File: src/rtl/rv_exec_pkg.sv
// Shared constants for the RV32I execute block: ALU function codes,
// major opcodes used by the immediate decoder, and the datapath width.
package rv_exec_pkg;

   localparam int XLEN = 32;

   localparam logic [4:0] ALU_ADD    = 5'd1;
   localparam logic [4:0] ALU_SUB    = 5'd2;
   localparam logic [4:0] ALU_SLL    = 5'd3;
   localparam logic [4:0] ALU_SRL    = 5'd4;
   localparam logic [4:0] ALU_SRA    = 5'd5;
   localparam logic [4:0] ALU_SEQ    = 5'd6;
   localparam logic [4:0] ALU_SLT    = 5'd7;
   localparam logic [4:0] ALU_SLTU   = 5'd8;
   localparam logic [4:0] ALU_XOR    = 5'd9;
   localparam logic [4:0] ALU_OR     = 5'd10;
   localparam logic [4:0] ALU_AND    = 5'd11;
   localparam logic [4:0] ALU_COPY_B = 5'd12;

   localparam logic [6:0] OPCODE_LOAD   = 7'b0000011;
   localparam logic [6:0] OPCODE_STORE  = 7'b0100011;
   localparam logic [6:0] OPCODE_BRANCH = 7'b1100011;
   localparam logic [6:0] OPCODE_JALR   = 7'b1100111;
   localparam logic [6:0] OPCODE_JAL    = 7'b1101111;
   localparam logic [6:0] OPCODE_OP_IMM = 7'b0010011;
   localparam logic [6:0] OPCODE_LUI    = 7'b0110111;
   localparam logic [6:0] OPCODE_AUIPC  = 7'b0010111;

   typedef enum logic [2:0] {
      IMM_NONE,
      IMM_I,
      IMM_S,
      IMM_B,
      IMM_U,
      IMM_J
   } imm_fmt_t;

   // Map a major opcode to its immediate encoding; unknown opcodes yield no immediate.
   function automatic imm_fmt_t imm_format(input logic [6:0] opcode);
      imm_fmt_t fmt;
      case (opcode)
         OPCODE_OP_IMM, OPCODE_LOAD, OPCODE_JALR: fmt = IMM_I;
         OPCODE_STORE:                            fmt = IMM_S;
         OPCODE_BRANCH:                           fmt = IMM_B;
         OPCODE_LUI, OPCODE_AUIPC:                fmt = IMM_U;
         OPCODE_JAL:                              fmt = IMM_J;
         default:                                 fmt = IMM_NONE;
      endcase
      return fmt;
   endfunction

endpackage

File: src/rtl/rv_exec_if.sv
// Operand/result bundle between the operand muxes, the execute block and
// the writeback/next-PC muxes.
interface rv_exec_if;
   import rv_exec_pkg::*;

   logic [4:0]      alu_function;
   logic [XLEN-1:0] operand_a;
   logic [XLEN-1:0] operand_b;
   logic [XLEN-1:0] inst;
   logic [XLEN-1:0] pc;
   logic [XLEN-1:0] alu_result;
   logic            alu_result_equal_zero;
   logic [XLEN-1:0] immediate;
   logic [XLEN-1:0] pc_plus_4;
   logic [XLEN-1:0] pc_plus_immediate;
   logic [XLEN-1:0] jalr_target;

   modport master (
      output alu_function, operand_a, operand_b, inst, pc,
      input  alu_result, alu_result_equal_zero, immediate,
             pc_plus_4, pc_plus_immediate, jalr_target
   );

   modport slave (
      input  alu_function, operand_a, operand_b, inst, pc,
      output alu_result, alu_result_equal_zero, immediate,
             pc_plus_4, pc_plus_immediate, jalr_target
   );

endinterface

File: src/rtl/rv_exec_alu.sv
// Combinational RV32I ALU. Undefined function codes produce zero so the
// zero flag downstream reads as set for them.
module rv_exec_alu
   import rv_exec_pkg::*;
(
   input  logic [4:0]      alu_function,
   input  logic [XLEN-1:0] operand_a,
   input  logic [XLEN-1:0] operand_b,
   output logic [XLEN-1:0] result
);

   logic [4:0] shamt;

   assign shamt = operand_b[4:0];

   // Select one operation result per function code.
   always_comb begin
      result = '0;
      case (alu_function)
         ALU_ADD:    result = operand_a + operand_b;
         ALU_SUB:    result = operand_a - operand_b;
         ALU_SLL:    result = operand_a << shamt;
         ALU_SRL:    result = operand_a >> shamt;
         ALU_SRA:    result = XLEN'($signed(operand_a) >>> shamt);
         ALU_SEQ:    result = {{(XLEN-1){1'b0}}, operand_a == operand_b};
         ALU_SLT:    result = {{(XLEN-1){1'b0}}, $signed(operand_a) < $signed(operand_b)};
         ALU_SLTU:   result = {{(XLEN-1){1'b0}}, operand_a < operand_b};
         ALU_XOR:    result = operand_a ^ operand_b;
         ALU_OR:     result = operand_a | operand_b;
         ALU_AND:    result = operand_a & operand_b;
         ALU_COPY_B: result = operand_b;
         default:    result = '0;
      endcase
   end

endmodule

File: src/rtl/rv_exec_immgen.sv
// Immediate decoder: picks the encoding from the major opcode and
// reassembles the sign-extended immediate.
module rv_exec_immgen
   import rv_exec_pkg::*;
(
   input  logic [XLEN-1:0] inst,
   output logic [XLEN-1:0] immediate
);

   imm_fmt_t fmt;

   assign fmt = imm_format(inst[6:0]);

   // Reassemble the immediate bit fields for the decoded format.
   always_comb begin
      immediate = '0;
      case (fmt)
         IMM_I:   immediate = {{20{inst[31]}}, inst[31:20]};
         IMM_S:   immediate = {{20{inst[31]}}, inst[31:25], inst[11:7]};
         IMM_B:   immediate = {{19{inst[31]}}, inst[31], inst[7], inst[30:25],
                               inst[11:8], 1'b0};
         IMM_U:   immediate = {inst[31:12], 12'b0};
         IMM_J:   immediate = {{11{inst[31]}}, inst[31], inst[19:12], inst[20],
                               inst[30:21], 1'b0};
         default: immediate = '0;
      endcase
   end

endmodule

File: src/rtl/rv_exec_unit.sv
// RV32I execute block: ALU, immediate decode, PC+4, PC+immediate and JALR
// target. REG_OUT selects a purely combinational path or a one-cycle
// output register cleared by the asynchronous active-low reset.
module rv_exec_unit
   import rv_exec_pkg::*;
#(
   parameter int XLEN    = rv_exec_pkg::XLEN,
   parameter bit REG_OUT = 1'b0
) (
   input  logic        clock,
   input  logic        reset,
   rv_exec_if.slave    bus
);

   logic [XLEN-1:0] alu_result;
   logic            alu_zero;
   logic [XLEN-1:0] immediate;
   logic [XLEN-1:0] pc_plus_4;
   logic [XLEN-1:0] pc_plus_immediate;
   logic [XLEN-1:0] jalr_target;

   rv_exec_alu u_alu (
      .alu_function (bus.alu_function),
      .operand_a    (bus.operand_a),
      .operand_b    (bus.operand_b),
      .result       (alu_result)
   );

   rv_exec_immgen u_immgen (
      .inst      (bus.inst),
      .immediate (immediate)
   );

   // Adders wrap modulo 2^XLEN; no carry is exported.
   assign alu_zero          = (alu_result == '0);
   assign pc_plus_4         = bus.pc + XLEN'(4);
   assign pc_plus_immediate = bus.pc + immediate;
   assign jalr_target       = {alu_result[XLEN-1:1], 1'b0};

   if (REG_OUT) begin : g_reg
      logic [XLEN-1:0] alu_result_q;
      logic            alu_zero_q;
      logic [XLEN-1:0] immediate_q;
      logic [XLEN-1:0] pc_plus_4_q;
      logic [XLEN-1:0] pc_plus_immediate_q;
      logic [XLEN-1:0] jalr_target_q;

      // Capture every result each edge; reset forces all outputs, including the zero flag, low.
      always_ff @(posedge clock or negedge reset) begin
         if (!reset) begin
            alu_result_q        <= '0;
            alu_zero_q          <= 1'b0;
            immediate_q         <= '0;
            pc_plus_4_q         <= '0;
            pc_plus_immediate_q <= '0;
            jalr_target_q       <= '0;
         end else begin
            alu_result_q        <= alu_result;
            alu_zero_q          <= alu_zero;
            immediate_q         <= immediate;
            pc_plus_4_q         <= pc_plus_4;
            pc_plus_immediate_q <= pc_plus_immediate;
            jalr_target_q       <= jalr_target;
         end
      end

      assign bus.alu_result            = alu_result_q;
      assign bus.alu_result_equal_zero = alu_zero_q;
      assign bus.immediate             = immediate_q;
      assign bus.pc_plus_4             = pc_plus_4_q;
      assign bus.pc_plus_immediate     = pc_plus_immediate_q;
      assign bus.jalr_target           = jalr_target_q;
   end else begin : g_comb
      // clock and reset stay on the port list but carry no function here.
      logic unused_clk_rst;
      assign unused_clk_rst = clock ^ reset;

      assign bus.alu_result            = alu_result;
      assign bus.alu_result_equal_zero = alu_zero;
      assign bus.immediate             = immediate;
      assign bus.pc_plus_4             = pc_plus_4;
      assign bus.pc_plus_immediate     = pc_plus_immediate;
      assign bus.jalr_target           = jalr_target;
   end

endmodule

File: src/flat_wrapper.sv
// flat-port wrapper written by rule: the top's interface ports become plain ports
module rv_exec_unit_flat import rv_exec_pkg::*;
#(
   parameter int XLEN    = rv_exec_pkg::XLEN,
   parameter bit REG_OUT = 1'b0
)
  (clock, reset, bus_alu_function, bus_operand_a, bus_operand_b, bus_inst, bus_pc, bus_alu_result, bus_alu_result_equal_zero, bus_immediate, bus_pc_plus_4, bus_pc_plus_immediate, bus_jalr_target);
  rv_exec_if bus_i ();
  input  logic clock;
  input  logic reset;
  input wire logic [$bits(bus_i.alu_function)-1:0] bus_alu_function;
  input wire logic [$bits(bus_i.operand_a)-1:0] bus_operand_a;
  input wire logic [$bits(bus_i.operand_b)-1:0] bus_operand_b;
  input wire logic [$bits(bus_i.inst)-1:0] bus_inst;
  input wire logic [$bits(bus_i.pc)-1:0] bus_pc;
  output wire logic [$bits(bus_i.alu_result)-1:0] bus_alu_result;
  output wire logic [$bits(bus_i.alu_result_equal_zero)-1:0] bus_alu_result_equal_zero;
  output wire logic [$bits(bus_i.immediate)-1:0] bus_immediate;
  output wire logic [$bits(bus_i.pc_plus_4)-1:0] bus_pc_plus_4;
  output wire logic [$bits(bus_i.pc_plus_immediate)-1:0] bus_pc_plus_immediate;
  output wire logic [$bits(bus_i.jalr_target)-1:0] bus_jalr_target;
  assign bus_i.alu_function = bus_alu_function;
  assign bus_i.operand_a = bus_operand_a;
  assign bus_i.operand_b = bus_operand_b;
  assign bus_i.inst = bus_inst;
  assign bus_i.pc = bus_pc;
  assign bus_alu_result = bus_i.alu_result;
  assign bus_alu_result_equal_zero = bus_i.alu_result_equal_zero;
  assign bus_immediate = bus_i.immediate;
  assign bus_pc_plus_4 = bus_i.pc_plus_4;
  assign bus_pc_plus_immediate = bus_i.pc_plus_immediate;
  assign bus_jalr_target = bus_i.jalr_target;
  rv_exec_unit #(.XLEN(XLEN), .REG_OUT(REG_OUT)) u_core (.clock(clock), .reset(reset), .bus(bus_i));
endmodule
File: config.mk
export PLATFORM = sky130hd
export DESIGN_NAME = rv_exec_unit_flat
export DESIGN_NICKNAME = d
export VERILOG_FILES = /design/src/rtl/rv_exec_pkg.sv /design/src/rtl/rv_exec_if.sv /design/src/rtl/rv_exec_alu.sv /design/src/rtl/rv_exec_immgen.sv /design/src/rtl/rv_exec_unit.sv /design/src/flat_wrapper.sv
export SDC_FILE = /design/constraint.sdc
export NUM_CORES = 1
export LEC_CHECK = 0
export CORE_MARGIN = 1
export CORE_UTILIZATION = 23
export DETAILED_ROUTE_END_ITERATION = 8
export MAX_ROUTING_LAYER = met4
export SLEW_MARGIN = 20
export SYNTH_ARGS = -nofsm -noshare
export SYNTH_HDL_FRONTEND = slang
export SYNTH_SLANG_ARGS = --single-unit
File: constraint.sdc
create_clock -name vclk -period 7.96
set_clock_uncertainty 0.05 [all_clocks]
set_input_delay 1.194 -clock vclk [all_inputs]
set_output_delay 1.194 -clock vclk [all_outputs]
set_load 0.03 [all_outputs]
## Yosys cells after proc, flatten, opt, wreduce, memory -nomap -nowiden

Index checks and enable logic that the tools add are counted.

- Output and inout port bits: 161
- Bits in registers: 0
- Word-level logic and storage cells: 44

- Shifts and indexed selects: 3
- Add/subtract/negate cells: 4
- Multiplexer cells: 3
- Equal/unequal tests: 26
- Bitwise gates (word level): 3
- Order comparisons: 2
- Reductions and logical operators: 3

Operator list:

| kind | number |
|---|---|
| 32-bit one-hot mux with 12 select lines | 1 |
| 32-bit one-hot mux with 5 select lines | 1 |
| 32-bit adder | 2 |
| 32-bit < comparator | 2 |
| 32-bit by 3-bit adder with 32-bit output, second input constant | 1 |
| 32-bit AND | 1 |
| 32-bit == test | 1 |
| 32-bit zero test | 1 |
| 32-bit bitwise OR | 1 |
| 32-bit by 5-bit << shifter with 32-bit output | 1 |
| 32-bit by 5-bit right shift with 32-bit output | 1 |
| 32-bit by 5-bit >>> shifter with 32-bit output | 1 |
| 32-bit subtractor | 1 |
| 32-bit bitwise XOR | 1 |
| 5-bit by 4-bit == test with 1-bit output, second input constant | 5 |
| 7-bit == test, second input constant | 3 |
| 5-bit by 3-bit == test with 1-bit output, second input constant | 4 |
| 3-bit one-hot mux with 5 select lines | 1 |
| 7-bit by 5-bit == test with 1-bit output, second input constant | 2 |
| 7-bit by 6-bit == test with 1-bit output, second input constant | 2 |
| 5-bit by 2-bit == test with 1-bit output, second input constant | 2 |
| 7-bit by 2-bit == test with 1-bit output, second input constant | 1 |
| 3-bit by 2-bit == test with 1-bit output, second input constant | 2 |
| 3-bit == test, second input constant | 2 |
| other kinds (4) | 4 |

## Depth between registers and ports, before layout

- Depth after elaboration: 6
- Depth in mapped cells: 19

## By module

A second synthesis with hierarchy kept.

- Cell total of the unflattened synthesis: 1752
- Area total of the unflattened synthesis: 11921.4 µm²

Modules (own cells, without submodules):

| module | area an instance (µm²) | instances | cells each | seq. area each (µm²) |
|---|---|---|---|---|
| rv_exec_alu | 9052.4 | 1 | 1345 | 0.0 |
| rv_exec_unit | 2378.5 | 1 | 331 | 0.0 |
| rv_exec_immgen | 490.5 | 1 | 76 | 0.0 |

## Worst setup path before layout

Ideal clock, no wire load.

- Path type: input port to output port
- From: input bus_operand_b[2]
- To: output bus_alu_result_equal_zero
- Path slack: 510 ps
- Cell stages on the path: 18
- Buffers on the path: 5
- Arrival time: 6206 ps
- Cell sequence: buf_4 > buf_6 > buf_4 > inv_2 > clkbuf_1 > ha_1 > clkbuf_1 > a211oi_1 > o21a_1 > o21a_1 > o21ai_0 > a221o_1 > a2111o_1 > or4_1 > or4_1 > or4_1 > nor4_1 > and4b_1

- Cells in the longest elaborated chain, start to end: 3

Ends and longest elaborated chain:

| what | line | source |
|---|---|---|
| start: declaration | flat_wrapper.sv:13 | `input wire logic [$bits(bus_i.operand_b)-1:0] bus_operand_b;` |
| 32-bit subtractor, or another cell as far along | rv_exec_alu.sv:21 | `ALU_SUB: result = operand_a - operand_b;` |
| 32-bit one-hot mux with 12 select lines (*) | rv_exec_alu.sv:19 | `case (alu_function)` |
| net bus_alu_result[12] | flat_wrapper.sv:16 | `output wire logic [$bits(bus_i.alu_result)-1:0] bus_alu_result;` |
| 32-bit zero test (*) | rv_exec_unit.sv:35 | `assign alu_zero = (alu_result == '0);` |
| end: declaration | flat_wrapper.sv:17 | `output wire logic [$bits(bus_i.alu_result_equal_zero)-1:0] bus_alu_result_equal_zero;` |

Mark *: on every way through the listed nets, which the timed path passes. The rest lies on a longest branch.

## Final worst setup path

- From: input bus_operand_a[6]
- To: output bus_alu_result_equal_zero

- Cells in the longest elaborated chain, start to end: 3

Ends and longest elaborated chain:

| what | line | source |
|---|---|---|
| start: declaration | flat_wrapper.sv:12 | `input wire logic [$bits(bus_i.operand_a)-1:0] bus_operand_a;` |
| 32-bit subtractor, or another cell as far along | rv_exec_alu.sv:21 |  |
| 32-bit one-hot mux with 12 select lines (*) | rv_exec_alu.sv:19 |  |
| 32-bit zero test (*) | rv_exec_unit.sv:35 |  |

Every way passes the cells marked *; elsewhere a longest branch is shown, timed or not.

==> results_dict.tcl <==
set metrics [dict create \
    yosys.cell_count.top_type "sky130_fd_sc_hd__nor2_1" \
    fp.coreArea_um2 55600 \
    fin_util 0.316 \
    setup-tns-final_ns 0 \
    initialDrtViolationCount 1891 \
    area_delta_synth_final_pct 34.5 \
    grt_pass1_wl_um 107000 \
    timing_worst_slew_pin_value_ns 1.00 \
    synth_compound_area_frac 0.320 \
    floorplan.initialDensity 0.235 \
    detail_route.first_pass.iterations 6 \
    grt_antenna_before_repair 4 \
    synth_area_leaders "sky130_fd_sc_hd__ha_1, sky130_fd_sc_hd__mux4_2, sky130_fd_sc_hd__nor2_1, sky130_fd_sc_hd__a21oi_1, sky130_fd_sc_hd__nand2_1" \
    synth.lib_cells_used.distinct 86 \
    vias_per_cell 5.93 \
    finalNetCount 2412 \
    relative_slew_slack 0.326 \
    grt_setup_unrepaired "no" \
    min_period_ns 7.80 \
    synth.mux.area_fraction 0.165 \
    cp.required_ns 6.72 \
    timing_worst_setup_path_type "in -> out" \
    routed_wire_length_per_instance_um 26.0 \
    layout_setup_ws_ns 0.163 \
    power.total_mw 1.27 \
    grt_use_total 0.254 \
    synth_warnings 0 \
    ys_seq_area_frac 0 \
    cell_internal_pwr_uw 512 \
    placement.io_buffers 293 \
    route.detailed.drc 0 \
    clock_power_share 0 \
    timing.critical_path.from_type "input pin" \
    detail-route-antenna-nets 0 \
    worst_hold_slack_ns 3.42 \
    grt_overflow_total 0 \
    post_cts_buffers 0 \
    path_max_fanout 10 \
    place.gp.congestion 1.03 \
    number_of_endpoints_with_negative_hold_slack_in_the_final_report 0 \
    setup_viol 0 \
    vdd.ir_drop.worst_mv 0.0465 \
    detailed_place_hpwl_um 62200 \
    number_of_instances_resized_during_post_cts_repair 0 \
    vertical_die_dimension_um 240 \
    synthXorXnorAreaFrac 0.0516 \
    register_area_um2 0 \
    place_inst 2891 \
    min_from "bus_pc[24]" \
    worstHoldPathCells 4 \
    core.rowCount 86 \
    cellLeakagePower_nw 7.31 \
    cell_count_final_fillers_out 2895 \
    grt_start_max_net_pins 47 \
    final_layout_size_suffix_gt1_frac 0.141 \
    main_combinational_cell_family_by_area_after_synthesis "compound AO/OA/AOI/OAI gates" \
    post_synth.cell_area_avg_um2 7.07 \
    fp.dieArea_um2 57700 \
    post-route-period-util 0.980 \
    power_switching_uw 755 \
    netlist_top_cells_count "sky130_fd_sc_hd__nor2_1, sky130_fd_sc_hd__nand2_1, sky130_fd_sc_hd__ha_1" \
    clockBufferCount 0 \
    synthDominantCellAreaShare 0.124 \
    share_of_synthesized_cell_area_in_and_or_nand_and_nor_gates 0.233 \
    status "finished, final reports clean" \
    post_synth_instance_area_um2 13100 \
    worst_hold_path.endpoint "bus_pc_plus_immediate[24]" \
    synth_cells 1847 \
    routed_wl_um 75400 \
    data_arrival_critical_path_ns 6.55 \
    power.share.switching 0.596 \
    synthesis.nets 2114 \
    timing.final.max_slew_violations 0 \
    placed_cell_area_um2 17500 \
    post-route-cell-area_um2 17600 \
    max_cap_violations 0 \
    final.fill_count 5990 \
    vias 17200 \
    max_clock_freq_ghz 0.128 \
    worstSetupEndpointType "output pin" \
    min-delay-path-class "in -> out" \
    power.combinational.fraction 1.000 \
    first_global_vias 16200 \
    power.density_nw_per_um2 72.1 \
    synth_top_area_cell "sky130_fd_sc_hd__ha_1" \
    post_synth_fa_ha_maj_area_fraction 0.128 \
    sequential_cell_count 0 \
    floorplan.die.width_um 240 \
    top_level_ports 296 \
    p_seq_frac 0 \
    dp_slack_ns 0.181 \
    cts-hold-fix-buffers 0 \
]
## power by group through the flow
| stage | combinational, mW | sequential (mW) | clock, mW |
|---|---|---|---|
| after floorplan | 0.721 | 0 | 0 |
| after global placement | 1.23 | 0 | 0 |
| after detailed placement | 1.24 | 0 | 0 |
| after CTS | 1.24 | 0 | 0 |
| after global routing | 1.33 | 0 | 0.0000000608 |
| final | 1.27 | 0 | 0.0000000594 |
## routing by layer
metal,track usage,share of wire,vias up
met3,0.0374,0.092,194
met4,0.134,0.061,0
li1,-,-,7564
met1,0.309,0.40,8256
met2,0.406,0.45,1152
met5,-,0,-
## critical path: stages
cell                              delay (ns)
sky130_fd_sc_hd__clkdlybuf4s50_1        0.80
sky130_fd_sc_hd__inv_1                  0.16
sky130_fd_sc_hd__ha_1                   0.41
sky130_fd_sc_hd__nor2_1                 0.13
sky130_fd_sc_hd__a211o_1                0.17
sky130_fd_sc_hd__o211ai_1               0.12
sky130_fd_sc_hd__a2111oi_0              0.53
sky130_fd_sc_hd__o221ai_1               0.21
sky130_fd_sc_hd__a21o_1                 0.25
sky130_fd_sc_hd__or4bb_1                0.56
sky130_fd_sc_hd__or4_1                  0.59
sky130_fd_sc_hd__or4_1                  0.65
sky130_fd_sc_hd__nor4_1                 0.28
sky130_fd_sc_hd__and4b_1                0.33
sky130_fd_sc_hd__buf_12                 0.15
## worst max path at each step
stage / from / to / slack (ns) / depth (start not counted)
final: bus_operand_a[6] / bus_alu_result_equal_zero / 0.16 / 15
after global routing: bus_operand_a[0] / bus_alu_result_equal_zero / 0.00003 / 16
after CTS: bus_operand_a[1] / bus_alu_result_equal_zero / 0.17 / 16
after detailed placement: bus_operand_a[1] / bus_alu_result_equal_zero / 0.18 / 16
after global placement: bus_operand_a[1] / bus_alu_result_equal_zero / 0.25 / 16
after floorplan: bus_operand_b[2] / bus_alu_result_equal_zero / 0.51 / 18
## cell families (layout without fill, tap and decap cells)
logic type | after synthesis | after routing
multiplexers | 128 | 128
AO/OA/AOI/OAI | 604 | 604
adder cells (fa/ha/maj) | 132 | 132
other | 1 | 5
XOR/XNOR | 77 | 77
buffers and inverters | 291 | 587
AND/OR/NAND/NOR | 614 | 614
## cell type report
type	count	area (um^2)	area share
timing repair buffer	472	4430	0.252
antenna	4	10.0	0.000570
inverter	115	432	0.0246
tap	748	936	0.0533
multi-input combinational	1556	11800	0.669
## layout by cell type, fill, tap and decap left out, drive strengths merged, types with 27 or more instances in the layout
| cell type | netlist | routed |
|---|---|---|
| o211ai | 39 | 39 |
| nor2 | 174 | 174 |
| xnor2 | 50 | 50 |
| a21oi | 126 | 126 |
| clkdlybuf4s50 | 0 | 280 |
| nand3 | 47 | 47 |
| a211oi | 35 | 35 |
| o21ai | 103 | 103 |
| inv | 113 | 113 |
| mux4 | 65 | 65 |
| buf | 89 | 192 |
| nand2 | 141 | 141 |
| xor2 | 27 | 27 |
| ha | 129 | 129 |
| nor2b | 27 | 27 |
| nor3 | 54 | 54 |
| a21o | 57 | 57 |
| mux2i | 43 | 43 |
(Power assumes the default switching activity.)
